**src/rtl/stream_mux_arb.sv**
```systemverilog
// N-to-1 stream multiplexer. The channel comes from sel (MODE 0) or from a round-robin arbiter (MODE 1).
// There is one registered output stage, which can accept a new word in the same cycle that downstream takes the current one.
module stream_mux_arb #(
  parameter int N    = 4,
  parameter int W    = 8,
  parameter int MODE = 0,
  localparam int S   = (N < 2) ? 1 : $clog2(N)
) (
  input  logic           clk,
  input  logic           rst_n,
  input  logic [N*W-1:0] in_data,
  input  logic [N-1:0]   in_valid,
  output logic [N-1:0]   in_ready,
  input  logic [S-1:0]   sel,
  output logic [W-1:0]   out_data,
  output logic           out_valid,
  input  logic           out_ready,
  output logic [S-1:0]   grant_idx
);

  logic           slot_free;
  logic [S-1:0]   cand;
  logic           cand_ok;
  logic [W-1:0]   cand_data;
  logic [N-1:0]   ready;
  logic           transfer;
  logic [S-1:0]   rr_ptr;

  assign slot_free = !out_valid || out_ready;

  // In round-robin mode the search starts one past the last grant, so the winner of the last grant is searched last.
  always_comb begin
    int idx;
    idx     = 0;
    cand    = '0;
    cand_ok = 1'b0;
    if (MODE == 0) begin
      cand    = sel;
      cand_ok = (32'(sel) < N);
    end else begin
      for (int k = 1; k <= N; k++) begin
        idx = (int'(rr_ptr) + k) % N;
        if (!cand_ok && in_valid[idx[S-1:0]]) begin
          cand_ok = 1'b1;
          cand    = idx[S-1:0];
        end
      end
    end
  end

  always_comb begin
    cand_data = '0;
    for (int i = 0; i < N; i++) begin
      if (cand == S'(i)) cand_data = in_data[i*W +: W];
    end
  end

  always_comb begin
    ready = '0;
    if (rst_n && slot_free && cand_ok) ready[cand] = 1'b1;
  end

  assign in_ready = ready;
  assign transfer = |(in_valid & ready);

  always_ff @(posedge clk) begin
    if (!rst_n) begin
      out_valid <= 1'b0;
      out_data  <= '0;
      grant_idx <= '0;
      rr_ptr    <= S'(N - 1);
    end else if (slot_free) begin
      if (transfer) begin
        out_valid <= 1'b1;
        out_data  <= cand_data;
        grant_idx <= cand;
        if (MODE == 1) rr_ptr <= cand;
      end else begin
        out_valid <= 1'b0;
      end
    end
  end

endmodule

```
**config.mk**
```make
export PLATFORM = sky130hd
export DESIGN_NAME = stream_mux_arb
export DESIGN_NICKNAME = d
export VERILOG_FILES = /design/src/rtl/stream_mux_arb.sv
export SDC_FILE = /design/constraint.sdc
export NUM_CORES = 1
export LEC_CHECK = 0
export BUFFER_PORTS_ARGS = -buffer_cell sky130_fd_sc_hd__buf_2
export CAP_MARGIN = 40
export CELL_PAD_IN_SITES_DETAIL_PLACEMENT = 1
export CELL_PAD_IN_SITES_GLOBAL_PLACEMENT = 1
export CORE_AREA = 5 5 50 69
export DETAILED_ROUTE_END_ITERATION = 10
export DIE_AREA = 0 0 55 74
export GPL_TIMING_DRIVEN = 1
export PLACE_DENSITY_LB_ADDON = 0.1
export SYNTH_ARGS = -nofsm -noshare
export SYNTH_HDL_FRONTEND = slang
export SYNTH_SLANG_ARGS = --single-unit
```
**constraint.sdc**
```tcl
create_clock -name clk -period 1.6 [get_ports clk]
set_input_delay 0.16 -clock clk [delete_from_list [all_inputs] [get_ports clk]]
set_output_delay 0.16 -clock clk [all_outputs]
set_load 0.02 [all_outputs]
```
# == Word-level counts from Yosys, hierarchy flattened ==
# Index checks and enable logic that the tools add are counted.
# word_totals
out_inout_bits,15
register_bits,11
word_cells,24
inputBits,41
# classes
n_eq_ne,3
magnitude_cmp,2
reduce_logical,7
n_mux,8
bitwise_logic,1
# ops
cell,n
$mux 8,4
$and 4x4->4,1
$eq 2x2->1 const B,2
$mux 4,1
$reduce_or 4->1,1
$lt 2x3->1 const B,1
$demux 1 s2,1
$eq 2x1->1 const B,1
$ge 2x1->1 const B,1
$logic_and 1x1->1,2
$logic_not 2->1,1
$mux 1,2
$reduce_and 2->1,1
$logic_not 1->1,1
$logic_or 1x1->1,1

# == Logic depth before layout (Yosys ltp) ==
# Gate-level depths: netlist of run 1.
# logic_depth
ltp_word,8
ltp_mapped,6
ltp_nobuf,4

# == Least setup slack after synthesis of run 1 ==
# Ideal clock, no wire load.
# synth_path
kind,register -> output
start,reg out_valid
end,out in_ready[1]
path_buffers,0
path_slack_ns,0.241
required_ns,1.440
arrival_time_ns,1.199
path_stages_with_launch,4
path_cell_list,dfxtp_1 -> or2b_2 -> nand2_1 -> nor3b_1
# synth_via
elab_chain_cells,4
# synth_lines
element,line,source
start: declaration,16,"output logic out_valid,"
start signal: assignment,68,out_valid <= 1'b0;
start signal: assignment,74,out_valid <= 1'b1;
start signal: assignment,79,out_valid <= 1'b0;
$logic_not 1->1,29,assign slot_free = !out_valid || out_ready;
$logic_or 1x1->1,29,
$logic_and 1x1->1,60,if (rst_n && slot_free && cand_ok) ready[cand] = 1'b1;
$mux 4,60,
end: declaration,13,"output logic [N-1:0] in_ready,"
# Every way passes these cells.

# == Worst setup path in the final report of run 1 ==
# layout_path
start,reg out_valid
end,out in_ready[3]
# Same word-level chain as after synthesis.

==> results of run 1 <==
==> report_power, final <==
part | internal [mW] | leakage [nW] | switching, mW
Sequential | 0.294 | 0.0901 | 0.00941
Clock | 0.175 | 0.0228 | 0.100
Combinational | 0.121 | 0.458 | 0.104
==> cells in the final DEF (no fill, tap or decap) <==
cell type	n
sky130_fd_sc_hd__mux4_2	4
sky130_fd_sc_hd__nor3_1	1
sky130_fd_sc_hd__nor3b_1	2
sky130_fd_sc_hd__dfxtp_1	11
sky130_fd_sc_hd__buf_4	3
sky130_fd_sc_hd__buf_2	55
sky130_fd_sc_hd__mux4_1	5
sky130_fd_sc_hd__inv_1	1
sky130_fd_sc_hd__o21ai_0	2
sky130_fd_sc_hd__and4_1	1
sky130_fd_sc_hd__clkbuf_8	3
sky130_fd_sc_hd__and3_1	1
sky130_fd_sc_hd__mux2_2	1
sky130_fd_sc_hd__nor2b_1	9
sky130_fd_sc_hd__nand2_1	1
sky130_fd_sc_hd__or2b_2	1
sky130_fd_sc_hd__clkbuf_1	1
sky130_fd_sc_hd__mux2i_1	10
sky130_fd_sc_hd__nand3_2	1
sky130_fd_sc_hd__a21boi_0	2
==> routing by layer <==
metal  up-vias  global-route usage (%)  part of all wire, %
met5         -                       0                    0
met1       316                    12.2                   33
li1        340                       -                    -
met2        24                    23.9                   59
met4         0                    3.24                 0.45
met3         2                    2.81                  7.0
==> how the worst max path moves through the flow <==
stage                                     to  slack [ns]  cells after the start
floorplan                        in_ready[1]        0.24                      3
global placement    out_data[6]$_SDFFE_PN0P_        0.16                      5
detailed placement  out_data[4]$_SDFFE_PN0P_        0.13                      5
CTS                              in_ready[3]        0.17                      3
global route                     in_ready[1]        0.09                      4
finish                           in_ready[3]        0.19                      3
==> through the flow <==
| step | setup WS (ns) | utilization, % | hold slack, ns | instance area (um2) | instances |
|---|---|---|---|---|---|
| after floorplan | 0.241 | - | 0.314 | 739 | 58 |
| after global placement | 0.156 | 37.2 | 0.485 | 1040 | 148 |
| after detailed placement | 0.131 | 37.2 | 0.505 | 1040 | 148 |
| after CTS | 0.175 | 38.9 | 0.287 | 1080 | 152 |
| after global routing | 0.0892 | 38.9 | 0.318 | 1080 | 152 |
| final | 0.189 | 38.9 | 0.291 | 1080 | 152 |
==> state kept, by name, summed over array words and instances, names as in the netlist <==
name,flops
grant_idx,2
out_data,8
out_valid,1
==> worst min-delay path: stages <==
cell and delay, ns:
sky130_fd_sc_hd__buf_2 0.07, sky130_fd_sc_hd__or2b_2 0.14, sky130_fd_sc_hd__a21boi_0 0.10
==> cells by family (layout without fill, tap and decap cells) <==
kind of cell | Yosys count | in the layout | synth area share, %
AOI/OAI and AO/OA | 4 | 4 | 3.38
buffers and inverters | 6 | 63 | 6.43
DFF | 11 | 11 | 29.8
muxes | 20 | 20 | 45.0
and+or+nand+nor | 17 | 17 | 15.4
==> synthesized netlist by cell type <==
library cell	count	share of area [%]
sky130_fd_sc_hd__nor3_1	1	0.68
sky130_fd_sc_hd__o21ai_0	2	1.4
sky130_fd_sc_hd__nor2b_1	9	7.6
sky130_fd_sc_hd__nand2_1	1	0.51
sky130_fd_sc_hd__a21boi_0	2	2.0
sky130_fd_sc_hd__nor3b_1	2	2.0
sky130_fd_sc_hd__nand3_2	1	1.4
sky130_fd_sc_hd__mux4_2	4	12
sky130_fd_sc_hd__or2b_2	1	1.2
sky130_fd_sc_hd__and3_1	1	0.85
sky130_fd_sc_hd__inv_1	1	0.51
sky130_fd_sc_hd__buf_6	2	3.0
sky130_fd_sc_hd__and4_1	1	1.2
sky130_fd_sc_hd__mux4_1	5	18
sky130_fd_sc_hd__mux2i_1	10	14
sky130_fd_sc_hd__clkbuf_1	2	1.0
sky130_fd_sc_hd__clkbuf_8	1	1.9
sky130_fd_sc_hd__mux2_2	1	1.5
sky130_fd_sc_hd__dfxtp_1	11	30
==> final cells by class <==
cell class	instances	area [um2]	area share (%)
timing repair buffer	58	298	27.5
multi-input combinational	41	472	43.5
inverter	1	3.75	0.346
clock buffer	4	45.0	4.15
sequential	11	220	20.3
tap	37	46.3	4.27
==> run_summary.xml, run 1 <==
<?xml version="1.0" encoding="UTF-8"?>
<metrics>
  <group name="worst_hold_path">
    <metric name="hold-path-endpoint" unit="">out_valid$_SDFFE_PN0N_</metric>
    <metric name="holdCritPathClass" unit="">in2reg</metric>
    <metric name="worstHoldStart" unit="">out_ready</metric>
    <metric name="holdPathStages" unit="">3</metric>
  </group>
  <group name="clocking">
    <metric name="ctsLongestPathBuffers" unit="">2</metric>
    <metric name="cts-root-buf" unit="">sky130_fd_sc_hd__clkbuf_8</metric>
    <metric name="path_clk_slew" unit="ns">0.05</metric>
    <metric name="cts_made_buffers" unit="">3</metric>
    <metric name="htreeDepth" unit="">1</metric>
    <metric name="worst_skew_pair.late_latency" unit="ns">0.23</metric>
    <metric name="cts_tree" unit="">built</metric>
    <metric name="clk_sink_count" unit="">11</metric>
    <metric name="cts_hold_repair.buffers" unit="">0</metric>
    <metric name="cts_setup_buffers" unit="">0</metric>
    <metric name="cts_resized" unit="">0</metric>
  </group>
  <group name="setup_path">
    <metric name="start_kind" unit="">flop</metric>
    <metric name="r2r-end" unit="">out_data[6]$_SDFFE_PN0P_</metric>
    <metric name="worstRegToRegCells" unit="">4</metric>
    <metric name="cpPeakStageDelay" unit="ns">0.34</metric>
    <metric name="worst-path-buf-inv" unit="">1</metric>
    <metric name="critical_path.slowest_cell" unit="">sky130_fd_sc_hd__or2b_2</metric>
    <metric name="launching_point_of_the_worst_reg2reg_path" unit="">out_valid$_SDFFE_PN0N_</metric>
    <metric name="crit_path_class" unit="">reg2out</metric>
    <metric name="worst_ep_required_time" unit="ns">1.44</metric>
    <metric name="cp_max_fo" unit="">5</metric>
    <metric name="reg2reg_slack" unit="ns">0.28</metric>
    <metric name="arrival" unit="ns">1.25</metric>
    <metric name="crit_chain" unit="">or2b_2 -&gt; and4_1 -&gt; buf_2</metric>
    <metric name="worst_setup_path_startpoint" unit="">out_valid$_SDFFE_PN0N_</metric>
    <metric name="worst_setup_path_end_kind" unit="">primary output</metric>
    <metric name="cpLargestDelayFamily" unit="">simple AND/OR/NAND/NOR gates</metric>
  </group>
  <group name="yosys">
    <metric name="netlist_area" unit="um2">739</metric>
    <metric name="synthesis.instances" unit="">58</metric>
    <metric name="seq_area_frac_synth" unit="%">29.8</metric>
    <metric name="synth-seq-cells" unit="">11</metric>
    <metric name="netlist-cell-type-count" unit="">19</metric>
    <metric name="synth_fp_nets" unit="">99</metric>
    <metric name="syn-mean-instance-area" unit="um2">12.7</metric>
    <metric name="yosys_warns" unit="">0</metric>
  </group>
  <group name="floorplan">
    <metric name="dieHeight" unit="um">74</metric>
    <metric name="boundaryPins" unit="">56</metric>
    <metric name="dieWidth" unit="um">55</metric>
    <metric name="fp.dieArea" unit="um2">4070</metric>
    <metric name="coreArea" unit="um2">2790</metric>
    <metric name="floorplan.rows" unit="">23</metric>
    <metric name="initial_utilization" unit="%">26.5</metric>
  </group>
  <group name="pwr">
    <metric name="cellLeakagePower" unit="nW">0.571</metric>
    <metric name="power.density_cell_area" unit="nW/um2">741</metric>
    <metric name="totalPowerFinal" unit="mW">0.804</metric>
    <metric name="vdd_drop_max" unit="mV">0.279</metric>
  </group>
  <group name="cells_and_area">
    <metric name="n_antenna_cell" unit="">0</metric>
    <metric name="num-fill-cells" unit="">350</metric>
    <metric name="area_growth" unit="%">46.7</metric>
    <metric name="drive_gt1_share" unit="%">59.1</metric>
    <metric name="nets" unit="">157</metric>
  </group>
  <group name="sta">
    <metric name="fin_worst_skew" unit="ns">0.00353</metric>
    <metric name="rsz0062_at_grt" unit="">no</metric>
    <metric name="layout_worst_path_cycle_share" unit="%">88.2</metric>
    <metric name="total_neg_setup_slack" unit="ns">0</metric>
    <metric name="timing_max_transition_violations_final" unit="">0</metric>
    <metric name="timing.final.hold_violations" unit="">0</metric>
    <metric name="tightest_slew" unit="ns">0.319</metric>
    <metric name="timing.fmax" unit="MHz">708</metric>
    <metric name="post-route-min-period" unit="ns">1.41</metric>
    <metric name="maxSlewHeadroom" unit="%">78.7</metric>
    <metric name="setup_violations" unit="">0</metric>
  </group>
  <group name="grt">
    <metric name="vias_in_the_first_global_route" unit="">862</metric>
    <metric name="global_route.usage.total" unit="%">12.2</metric>
    <metric name="globalRoute.totalOverflow" unit="">0</metric>
    <metric name="antenna_found_initial" unit="">0</metric>
    <metric name="grt_start_max_net_pins" unit="">16</metric>
    <metric name="grt_pass1_wl" unit="um">3600</metric>
  </group>
  <group name="route">
    <metric name="wl_per_cell" unit="um">14.6</metric>
    <metric name="drt-initial-drc-count" unit="">12</metric>
    <metric name="wirelength" unit="um">2220</metric>
    <metric name="route.detailed.drc" unit="">0</metric>
    <metric name="drt_pre_antenna_iters" unit="">3</metric>
    <metric name="post_drt_via_cell_ratio" unit="">4.49</metric>
    <metric name="ant_nets" unit="">0</metric>
    <metric name="num_vias" unit="">682</metric>
  </group>
  <group name="outcome">
    <metric name="status" unit="">complete, no violations</metric>
  </group>
  <group name="run">
    <metric name="maxCapViolCount" unit="">0</metric>
  </group>
  <group name="placed_design">
    <metric name="place_congestion" unit="">0.643</metric>
    <metric name="io_buffer_count" unit="">55</metric>
  </group>
</metrics>
Power figures use the tool's default switching activity.
==> run 2: changes to the inputs <==
Settings changed: CORE_AREA 5 5 50 69 to 2 2 47 66, DIE_AREA 0 0 55 74 to 0 0 49 68.
Clock period 1.6 ns to 1.4 ns, I/O delays scaled along.
==> run 2 against run 1 <==
Effect of this change: combinational power rose by 17%; core utilization is 0.81 points higher; largest power group unchanged; clock skew decreased by 0.0027 ns; critical path depth is the same; register-to-register slack lost 0.15 ns; critical endpoint unchanged; via count is 3.4% higher; die area fell by 18%; sequential power up 14%; count of clock-buffer cells in the layout unchanged; worst setup slack worse by 0.12 ns.
==> run_summary.xml, run 2 (synthesized netlist as in run 1, its figures left out) <==
<?xml version="1.0" encoding="UTF-8"?>
<metrics>
  <group name="sta">
    <metric name="timing.fmax" unit="MHz">752</metric>
    <metric name="maxSlewHeadroom" unit="%">77.8</metric>
    <metric name="layout_worst_path_cycle_share" unit="%">95.0</metric>
    <metric name="post-route-min-period" unit="ns">1.33</metric>
    <metric name="fin_worst_skew" unit="ns">0.000848</metric>
    <metric name="worst_hold_slack" unit="ns">0.271</metric>
    <metric name="rsz0062_at_grt" unit="">no</metric>
    <metric name="timing.final.hold_violations" unit="">0</metric>
    <metric name="setup_violations" unit="">0</metric>
    <metric name="timing_max_transition_violations_final" unit="">0</metric>
    <metric name="tightest_slew" unit="ns">0.333</metric>
    <metric name="total_neg_setup_slack" unit="ns">0</metric>
  </group>
  <group name="floorplan">
    <metric name="boundaryPins" unit="">56</metric>
    <metric name="fp.dieArea" unit="um2">3330</metric>
    <metric name="coreArea" unit="um2">2790</metric>
    <metric name="dieHeight" unit="um">68</metric>
    <metric name="floorplan.rows" unit="">23</metric>
    <metric name="dieWidth" unit="um">49</metric>
    <metric name="initial_utilization" unit="%">26.5</metric>
  </group>
  <group name="grt">
    <metric name="grt_pass1_wl" unit="um">3430</metric>
    <metric name="grt_start_max_net_pins" unit="">16</metric>
    <metric name="antenna_found_initial" unit="">0</metric>
    <metric name="global_route.usage.total" unit="%">13.7</metric>
    <metric name="vias_in_the_first_global_route" unit="">729</metric>
    <metric name="globalRoute.totalOverflow" unit="">0</metric>
  </group>
  <group name="clocking">
    <metric name="clk_sink_count" unit="">11</metric>
    <metric name="path_clk_slew" unit="ns">0.05</metric>
    <metric name="cts_tree" unit="">built</metric>
    <metric name="ctsLongestPathBuffers" unit="">2</metric>
    <metric name="cts_made_buffers" unit="">3</metric>
    <metric name="cts-root-buf" unit="">sky130_fd_sc_hd__clkbuf_8</metric>
    <metric name="htreeDepth" unit="">1</metric>
    <metric name="worst_skew_pair.late_latency" unit="ns">0.23</metric>
  </group>
  <group name="cells_and_area">
    <metric name="nets" unit="">157</metric>
    <metric name="stdcell_count" unit="">152</metric>
    <metric name="most-common-layout-cells" unit="">sky130_fd_sc_hd__buf_2, sky130_fd_sc_hd__dfxtp_1, sky130_fd_sc_hd__mux2i_1</metric>
    <metric name="drive_gt1_share" unit="%">61.7</metric>
    <metric name="most_frequent_standard_cell_in_the_layout_excluding_fill_and_tap_cells" unit="">sky130_fd_sc_hd__buf_2</metric>
    <metric name="largest_register" unit="">out_data</metric>
    <metric name="area_growth" unit="%">49.7</metric>
    <metric name="largestRegisters" unit="">out_data: 8 flops, grant_idx: 2 flops, out_valid: 1 flops</metric>
    <metric name="largest_register_ff_count" unit="">8</metric>
    <metric name="n_antenna_cell" unit="">0</metric>
  </group>
  <group name="pwr">
    <metric name="fraction_of_power_consumed_by_combinational_cells" unit="%">28.7</metric>
    <metric name="total_switching_power" unit="mW">0.244</metric>
    <metric name="power.density_cell_area" unit="nW/um2">833</metric>
    <metric name="vdd_drop_max" unit="mV">0.343</metric>
    <metric name="switching_share" unit="%">26.5</metric>
    <metric name="power.sequential.fraction" unit="%">37.6</metric>
    <metric name="pwr-share-clk" unit="%">33.7</metric>
    <metric name="internal-power" unit="mW">0.678</metric>
    <metric name="totalPowerFinal" unit="mW">0.922</metric>
    <metric name="cellLeakagePower" unit="nW">0.578</metric>
  </group>
  <group name="placed_design">
    <metric name="detailed_placer_s_ending_hpwl" unit="um">1700</metric>
    <metric name="dp_cells" unit="">148</metric>
    <metric name="place_congestion" unit="">0.630</metric>
    <metric name="io_buffer_count" unit="">55</metric>
  </group>
  <group name="setup_path">
    <metric name="arrival" unit="ns">1.19</metric>
    <metric name="worst_ep_required_time" unit="ns">1.26</metric>
    <metric name="start_kind" unit="">flop</metric>
    <metric name="crit_chain" unit="">or2b_4 -&gt; and4_1 -&gt; buf_2</metric>
    <metric name="critical_path.slowest_cell" unit="">sky130_fd_sc_hd__dfxtp_1</metric>
    <metric name="cpPeakStageDelay" unit="ns">0.31</metric>
    <metric name="worst_setup_path_end_kind" unit="">primary output</metric>
    <metric name="cp_max_fo" unit="">5</metric>
    <metric name="crit_path_class" unit="">reg2out</metric>
  </group>
  <group name="route">
    <metric name="post_drt_via_cell_ratio" unit="">4.64</metric>
    <metric name="drt_pre_antenna_iters" unit="">3</metric>
    <metric name="ant_nets" unit="">0</metric>
    <metric name="wirelength" unit="um">2100</metric>
    <metric name="route.detailed.drc" unit="">0</metric>
    <metric name="drt-initial-drc-count" unit="">14</metric>
    <metric name="wl_per_cell" unit="um">13.8</metric>
    <metric name="num_vias" unit="">705</metric>
  </group>
  <group name="run">
    <metric name="maxCapViolCount" unit="">0</metric>
  </group>
  <group name="outcome">
    <metric name="status" unit="">complete, no violations</metric>
  </group>
  <group name="worst_hold_path">
    <metric name="holdCritPathClass" unit="">in2reg</metric>
  </group>
</metrics>
run 2: path summary, 6_finish.rpt:
kind | from | slack, ns | end | cells past startpoint
setup reg to reg | out_valid$_SDFFE_PN0N_ | 0.13 | out_data[6]$_SDFFE_PN0P_ | 4
hold / removal | out_ready | 0.27 | out_valid$_SDFFE_PN0N_ | 3
setup / recovery | out_valid$_SDFFE_PN0N_ | 0.07 | in_ready[3] | 3
hold reg to reg | out_data[3]$_SDFFE_PN0P_ | 0.51 | out_data[3]$_SDFFE_PN0P_ | 2
run 2: critical path: cells and delay by family, from the launching register on:
| family | cells | cell delay (ns) |
|---|---|---|
| DFF | 1 | 0.31 |
| buffers and inverters | 1 | 0.15 |
| and+or+nand+nor | 2 | 0.50 |
run 2: area by class of cell:
type | instances | area, um2
Fill cell | 353 | 1680
Clock buffer | 4 | 45.0
Inverter | 1 | 3.75
Sequential cell | 11 | 220
Tap cell | 37 | 46.3
Multi-Input combinational cell | 41 | 492
Timing Repair Buffer | 58 | 300
run 2: timing repair:
action / CTS / global route
endpoints found under the hold margin: 0 / 0
pin swaps: 0 / 1
setup endpoints to repair: 4 / 2
hold buffers: 0 / 0
setup buffers: 0 / 0
resized for setup: 3 / 3
run 2: stage by stage:
step	area, um2	util [%]	setup WS (ns)
2_1_floorplan	739	-	0.0612
3_3_place_gp	1040	37.2	-0.0226
3_5_place_dp	1040	37.2	-0.0667
4_1_cts	1090	39.2	0.0255
5_1_grt	1110	39.7	0.00912
6_report	1110	39.7	0.0697
run 2: layer usage:
metal	vias to the layer above	track usage [%]	wire (um)
met2	26	25.7	1150
li1	335	-	-
met5	-	0	0
met1	342	14.5	779
met4	0	6.07	17
met3	2	3.49	152
run 2: power by group through the flow:
stage               logic (mW)  registers, mW  clock network (mW)
finish                   0.265          0.347               0.311
global route             0.290          0.350               0.340
floorplan                0.137          0.380                   0
global placement         0.257          0.353                   0
CTS                      0.267          0.347               0.325
detailed placement       0.262          0.353                   0
